==> config.mk <==
export PLATFORM = sky130hd
export DESIGN_NAME = wb_arbiter
export DESIGN_NICKNAME = d
export VERILOG_FILES = /design/src/rtl/wb_arbiter_pkg.sv /design/src/rtl/wb_rr_picker.sv /design/src/rtl/wb_arbiter.sv
export SDC_FILE = /design/constraint.sdc
export NUM_CORES = 1
export LEC_CHECK = 0
export ABC_CLOCK_PERIOD_IN_PS = 5550
export BUFFER_PORTS_ARGS = -buffer_cell sky130_fd_sc_hd__buf_2
export CORE_AREA = 2 2 435 437
export DETAILED_ROUTE_END_ITERATION = 16
export DIE_AREA = 0 0 437 439
export PLACE_DENSITY = 0.3
export SKIP_CTS_REPAIR_TIMING = 1
export SYNTH_ARGS = -nofsm -noshare
export SYNTH_HDL_FRONTEND = slang
export SYNTH_SLANG_ARGS = --single-unit
export TNS_END_PERCENT = 30
==> constraint.sdc <==
create_clock -name clk -period 5.55 [get_ports clk]
set_clock_uncertainty 0.05 [all_clocks]
set_input_delay 1.11 -clock clk [delete_from_list [all_inputs] [get_ports clk]]
set_output_delay 1.11 -clock clk [all_outputs]
set_load 0.05 [all_outputs]
==> src/rtl/wb_arbiter_pkg.sv <==
// Shared writeback-bus definitions: the beat layout, the width helper and the control-bit offsets.
package wb_arbiter_pkg;

  localparam int unsigned WB_NUM_THREADS = 4;
  localparam int unsigned WB_XLEN        = 32;
  localparam int unsigned WB_UUID_W      = 44;
  localparam int unsigned WB_WIS_W       = 2;
  localparam int unsigned WB_NR_BITS     = 6;

  // Packed beat width for a given field configuration.
  function automatic int unsigned calc_data_w(input int unsigned uuid_w,
                                              input int unsigned wis_w,
                                              input int unsigned num_threads,
                                              input int unsigned xlen,
                                              input int unsigned nr_bits);
    return uuid_w + wis_w + num_threads + xlen + nr_bits + num_threads * xlen + 3;
  endfunction

  localparam int unsigned WB_DATA_W = calc_data_w(WB_UUID_W, WB_WIS_W, WB_NUM_THREADS,
                                                  WB_XLEN, WB_NR_BITS);

  // The three control flags occupy the low bits of every beat.
  localparam int unsigned EOP_BIT    = 0;
  localparam int unsigned SOP_BIT    = 1;
  localparam int unsigned TENSOR_BIT = 2;

  // Writeback beat, uuid at the MSB and eop at the LSB.
  typedef struct packed {
    logic [WB_UUID_W-1:0]              uuid;
    logic [WB_WIS_W-1:0]               wis;
    logic [WB_NUM_THREADS-1:0]         tmask;
    logic [WB_XLEN-1:0]                pc;
    logic [WB_NR_BITS-1:0]             rd;
    logic [WB_NUM_THREADS*WB_XLEN-1:0] data;
    logic                              tensor;
    logic                              sop;
    logic                              eop;
  } wb_beat_t;

endpackage

==> src/rtl/wb_rr_picker.sv <==
// Combinational round-robin picker: first set request at or after the pointer, wrapping at N.
module wb_rr_picker #(
  parameter int unsigned N     = 4,
  parameter int unsigned PTR_W = 2
) (
  input  logic [N-1:0]     i_req,
  input  logic [PTR_W-1:0] i_ptr,
  output logic [N-1:0]     o_grant_c,
  output logic [PTR_W-1:0] o_idx_c
);

  // Walk N candidates starting at the pointer; explicit wrap so N need not be a power of two.
  always_comb begin
    logic             w_found;
    logic [PTR_W-1:0] w_cand;
    int unsigned      w_sum;
    o_grant_c = '0;
    o_idx_c   = '0;
    w_found   = 1'b0;
    w_cand    = '0;
    w_sum     = 0;
    for (int unsigned k = 0; k < N; k++) begin
      w_sum = 32'(i_ptr) + k;
      if (w_sum >= N) w_sum = w_sum - N;
      w_cand = PTR_W'(w_sum);
      if (!w_found && i_req[w_cand]) begin
        w_found           = 1'b1;
        o_grant_c[w_cand] = 1'b1;
        o_idx_c           = w_cand;
      end
    end
  end

endmodule

==> src/rtl/wb_arbiter.sv <==
// Round-robin merge of commit streams onto the registered writeback bus; packets are never interleaved.
// Optional per-source stall counters when WB_ARB_PERF_EN is defined.
module wb_arbiter
  import wb_arbiter_pkg::*;
#(
  parameter  int unsigned NUM_INPUTS  = 4,
  parameter  int unsigned NUM_THREADS = 4,
  parameter  int unsigned XLEN        = 32,
  parameter  int unsigned UUID_W      = 44,
  parameter  int unsigned WIS_W       = 2,
  parameter  int unsigned NR_BITS     = 6,
  localparam int unsigned DATA_W      = calc_data_w(UUID_W, WIS_W, NUM_THREADS, XLEN, NR_BITS)
) (
  input  logic                         clk,
  input  logic                         reset_n,
  input  logic [NUM_INPUTS-1:0]        in_valid,
  input  logic [NUM_INPUTS*DATA_W-1:0] in_data,
  output logic [NUM_INPUTS-1:0]        in_ready,
  output logic                         wb_valid,
  output logic [DATA_W-1:0]            wb_data
`ifdef WB_ARB_PERF_EN
  ,
  output logic [NUM_INPUTS*32-1:0]     perf_stall_cycles
`endif
);

  localparam int unsigned PTR_W = (NUM_INPUTS > 1) ? $clog2(NUM_INPUTS) : 1;

  localparam logic ST_IDLE   = 1'b0;
  localparam logic ST_LOCKED = 1'b1;

  logic                  r_state;
  logic                  w_state_nxt;
  logic [PTR_W-1:0]      r_rr_ptr;
  logic [PTR_W-1:0]      w_rr_nxt;
  logic [PTR_W-1:0]      r_lock_id;
  logic [PTR_W-1:0]      w_lock_nxt;
  logic                  r_wb_valid;
  logic [DATA_W-1:0]     r_wb_data;

  logic [NUM_INPUTS-1:0] w_grant;
  logic [PTR_W-1:0]      w_pick_idx;
  logic [NUM_INPUTS-1:0] w_lock_oh;
  logic [PTR_W-1:0]      w_sel;
  logic [PTR_W-1:0]      w_sel_inc;
  logic [DATA_W-1:0]     w_beat;
  logic                  w_fire;

  wb_rr_picker #(
    .N     (NUM_INPUTS),
    .PTR_W (PTR_W)
  ) u_picker (
    .i_req     (in_valid),
    .i_ptr     (r_rr_ptr),
    .o_grant_c (w_grant),
    .o_idx_c   (w_pick_idx)
  );

  // Ready/select: free arbitration in IDLE, only the locked source in LOCKED, nothing in reset.
  always_comb begin
    w_lock_oh            = '0;
    w_lock_oh[r_lock_id] = 1'b1;
    if (!reset_n)               in_ready = '0;
    else if (r_state == ST_IDLE) in_ready = w_grant;
    else                        in_ready = w_lock_oh & in_valid;
    w_fire    = |in_ready;
    w_sel     = (r_state == ST_IDLE) ? w_pick_idx : r_lock_id;
    w_sel_inc = (32'(w_sel) == NUM_INPUTS - 1) ? '0 : w_sel + PTR_W'(1);
    w_beat    = '0;
    for (int unsigned i = 0; i < NUM_INPUTS; i++) begin
      if (PTR_W'(i) == w_sel) w_beat = in_data[i*DATA_W +: DATA_W];
    end
  end

  // Next state: a non-eop beat in IDLE locks the source; an eop beat releases and advances the pointer.
  always_comb begin
    w_state_nxt = r_state;
    w_rr_nxt    = r_rr_ptr;
    w_lock_nxt  = r_lock_id;
    if (w_fire) begin
      if (w_beat[EOP_BIT]) begin
        w_state_nxt = ST_IDLE;
        w_rr_nxt    = w_sel_inc;
      end else if (r_state == ST_IDLE) begin
        w_state_nxt = ST_LOCKED;
        w_lock_nxt  = w_sel;
      end
    end
  end

  // State, pointer and registered output stage.
  always_ff @(posedge clk or negedge reset_n) begin
    if (!reset_n) begin
      r_state    <= ST_IDLE;
      r_rr_ptr   <= '0;
      r_lock_id  <= '0;
      r_wb_valid <= 1'b0;
      r_wb_data  <= '0;
    end else begin
      r_state    <= w_state_nxt;
      r_rr_ptr   <= w_rr_nxt;
      r_lock_id  <= w_lock_nxt;
      r_wb_valid <= w_fire;
      if (w_fire) r_wb_data <= w_beat;
    end
  end

  assign wb_valid = r_wb_valid;
  assign wb_data  = r_wb_data;

`ifdef WB_ARB_PERF_EN
  logic [31:0] r_stall [NUM_INPUTS];

  // Saturating per-source count of cycles spent valid but not accepted.
  always_ff @(posedge clk or negedge reset_n) begin
    if (!reset_n) begin
      for (int unsigned i = 0; i < NUM_INPUTS; i++) r_stall[i] <= '0;
    end else begin
      for (int unsigned i = 0; i < NUM_INPUTS; i++) begin
        if (in_valid[i] && !in_ready[i] && (r_stall[i] != 32'hFFFF_FFFF))
          r_stall[i] <= r_stall[i] + 32'd1;
      end
    end
  end

  // Flatten counters onto the perf port.
  always_comb begin
    for (int unsigned i = 0; i < NUM_INPUTS; i++) perf_stall_cycles[i*32 +: 32] = r_stall[i];
  end
`endif

`ifndef SYNTHESIS
  // A start-of-packet beat inside a locked packet is a producer protocol error.
  property p_no_sop_in_packet;
    @(posedge clk) disable iff (!reset_n)
      !((r_state == ST_LOCKED) && w_fire && w_beat[SOP_BIT]);
  endproperty
  a_no_sop_in_packet: assert property (p_no_sop_in_packet)
    else $error("wb_arbiter: sop beat accepted inside a locked packet");
`endif

endmodule

==> metrics <==
part of the power in registers 0.139; nets 3775; peak supply drop a little under 300 uV; Power Dens Cells 842 mW/mm^2; final wirelength 132 mm; post-route ant nets 0; commonest non-fill, non-tap cells in the layout 1104 x buf_2, 227 x a21oi_1, 226 x nand2_1; Clock Root Buffer clkbuf_16; Tot Pwr about 22 mW; IO Pins 1106; initial antenna violation count 70; worst skew pair latency 0.59 ns; CP endpoint wb_data[194]; Vias/cell 3.43; Int Pwr just over 9 mW; Initial Utilization 0.0807; Reg area 0.00563 mm^2; final std cells w/o fill between 5000 and 6000; Post-Syn Area around 0.015 mm^2; P_leak approximately 12 nW; RSZ-0062 raised after global routing no; Die Area 0.192 mm^2; DRC viols 0; GRT Util Overall 0.131; CTS tree built; R2R setup slack between 1 and 1.5 ns; Gate Count Post-Synth 1821; Routability Congestion 0.875; post-layout min period between 4 and 5 ns; synth warn 0; drt initial violations 1032; area of the multi-input gates between 0.008 and 0.009 mm^2; Net Sw Frac 0.578; status complete, no violations; Worst Path Max Fanout 48; Placed Cells roughly 5300; die width 437 um; H-tree levels 2; Fmax 227 MHz; sequential fraction of the synthesis area 0.373; CP startpoint kind input port; worst relative slew slack 0.474; pre-CTS WS approximately 0.45 ns; Reg clk slew, reported paths approximately 0.050 ns; most common cell after layout, fill and taps aside buf_2; CP required 5.98 ns; fillcell total around 22000; syn_area_per_cell 8.29 um^2; # rows ~160; drt first pass iters 5; Post-Syn Nets between 2000 and 3000; Max clock buf depth 3; core area 0.187 mm^2; Sink Count 225; nature of the critical path endpoint flip-flop; Max-Cap Viols 0; Finished Core Util 0.137; synth unique cells 37; Least-Margin Pin Slew slightly below 0.8 ns; fin crit share 0.794; origin of the worst setup path in_valid[1]; overall die height 439 um; DP HPWL 111 mm; Final WS setup 1.14 ns; CTS buffer count 38; share of cells above drive strength 1 0.438; total number of vias 18600; vias in the first global route 18600; Final TNS setup 0 ns; synthesized flop and latch total between 200 and 250; CP Class input port to flip-flop; Comb pwr share 0.736; first-pass GRT wire length 170 mm; wire per inst 24.3 um; port bufs 1105; Hold Fails Final Rpt 0; CP arrival about 4.8 ns; r2r endpoint wb_data[194]; Setup violations, final 0; Slew Limit Fails 0; Switch Pwr 12.4 mW; pin count of the biggest net entering global routing 101; HP Class input port to async pin; worst-case reg-to-reg path depth 16; FF-to-FF Start r_rr_ptr[0]; global route total overflow 0; area grow syn2layout 69.2%; Clk network pwr share 0.125
-- registers in the layout (all words and copies together), names as in the netlist --
name,cells
wb_valid,1
r_state,1
r_lock_id,2
r_rr_ptr,2
wb_data,219
-- layer usage --
metal / vias to the layer above / track usage / part of all wire
met5: - / 0 / 0.0013
met4: 28 / 0.0367 / 0.029
met3: 169 / 0.0421 / 0.085
met2: 739 / 0.214 / 0.47
met1: 8967 / 0.163 / 0.42
li1: 8712 / - / -
-- metrics by stage --
step | area, um^2 | hold WS, ns
finish | 25500 | 0.423
global route | 25500 | 0.412
CTS | 25500 | 0.387
detailed placement | 24100 | 0.419
global placement | 24100 | 0.414
floorplan | 15100 | 0.511
-- critical path, cell delays in order --
cell and delay (ns):
buf_2 0.17, or2_2 0.30, o211ai_1 0.09, a311o_1 0.22, a211oi_1 0.09, a21oi_1 0.36, inv_1 0.20, ha_4 0.23
buf_12 0.17, buf_12 0.19, buf_4 0.32, a22oi_1 0.22, nor2_1 0.09, a21oi_1 0.48, o21ai_0 0.15, mux2_1 0.31
-- final cells by class --
class,instances,area share
diodes,30,0.00294
clock buffers,56,0.0443
clock inverters,12,0.00863
inverters,13,0.00191
multi-input cells,1406,0.343
flip-flops and latches,225,0.221
well taps,2495,0.122
repair buffers,1197,0.256
-- power by group through the flow --
stage                     sequential [mW]  combinational [mW]  clock [mW]
final                                2.98                15.8        2.69
after global routing                 3.08                17.3        2.90
after CTS                            2.99                16.4        2.86
after detailed placement             3.01                16.3           0
after global placement               2.99                16.3           0
after floorplan                      5.39                6.92           0
-- cell usage after synthesis, drive strengths merged --
| cell type | instances | area [um^2] |
|---|---|---|
| a211oi | 2 | 15.0 |
| a21oi | 227 | 1140 |
| a221oi | 1 | 8.76 |
| a22oi | 218 | 1640 |
| a311o | 1 | 10.0 |
| a31oi | 4 | 25.0 |
| a41oi | 2 | 17.5 |
| and3b | 1 | 8.76 |
| buf | 43 | 193 |
| clkbuf | 134 | 503 |
| dfrtp | 225 | 5630 |
| ha | 12 | 150 |
| inv | 13 | 48.8 |
| mux2 | 225 | 2530 |
| mux2i | 3 | 30.0 |
| mux4 | 3 | 67.6 |
| nand2 | 226 | 848 |
| nand2b | 8 | 50.1 |
| nand3 | 2 | 10.0 |
| nand3b | 2 | 15.0 |
| nand4 | 1 | 6.26 |
| nor2 | 223 | 837 |
| nor2b | 2 | 12.5 |
| nor3 | 1 | 5.00 |
| nor3b | 6 | 45.0 |
| o211ai | 1 | 7.51 |
| o21ai | 226 | 1130 |
| o221ai | 1 | 8.76 |
| o22ai | 1 | 6.26 |
| o311ai | 4 | 65.1 |
| o31a | 1 | 8.76 |
| or2 | 1 | 6.26 |
| or4bb | 1 | 11.3 |
-- cells by family after synthesis --
family                     Yosys count  share of synthesized area
muxes                              231                      0.174
and+or+nand+nor                    474                      0.123
adders and majority gates           12                    0.00995
buffers and inverters              190                     0.0493
DFF                                225                      0.373
AOI/OAI and AO/OA                  689                      0.270
-- how the worst min path moves through the flow --
stage | startpoint | endpoint | depth (start not counted) | slack, ns
global route | reset_n | wb_data[151] | 1 | 0.41
finish | reset_n | wb_data[151] | 1 | 0.42
CTS | reset_n | wb_data[151] | 1 | 0.39
global placement | wb_data[41] | wb_data[41] | 1 | 0.41
detailed placement | wb_data[18] | wb_data[18] | 1 | 0.42
floorplan | r_lock_id[1] | r_lock_id[1] | 1 | 0.51
Note: power is estimated with default switching activity, not from simulation.
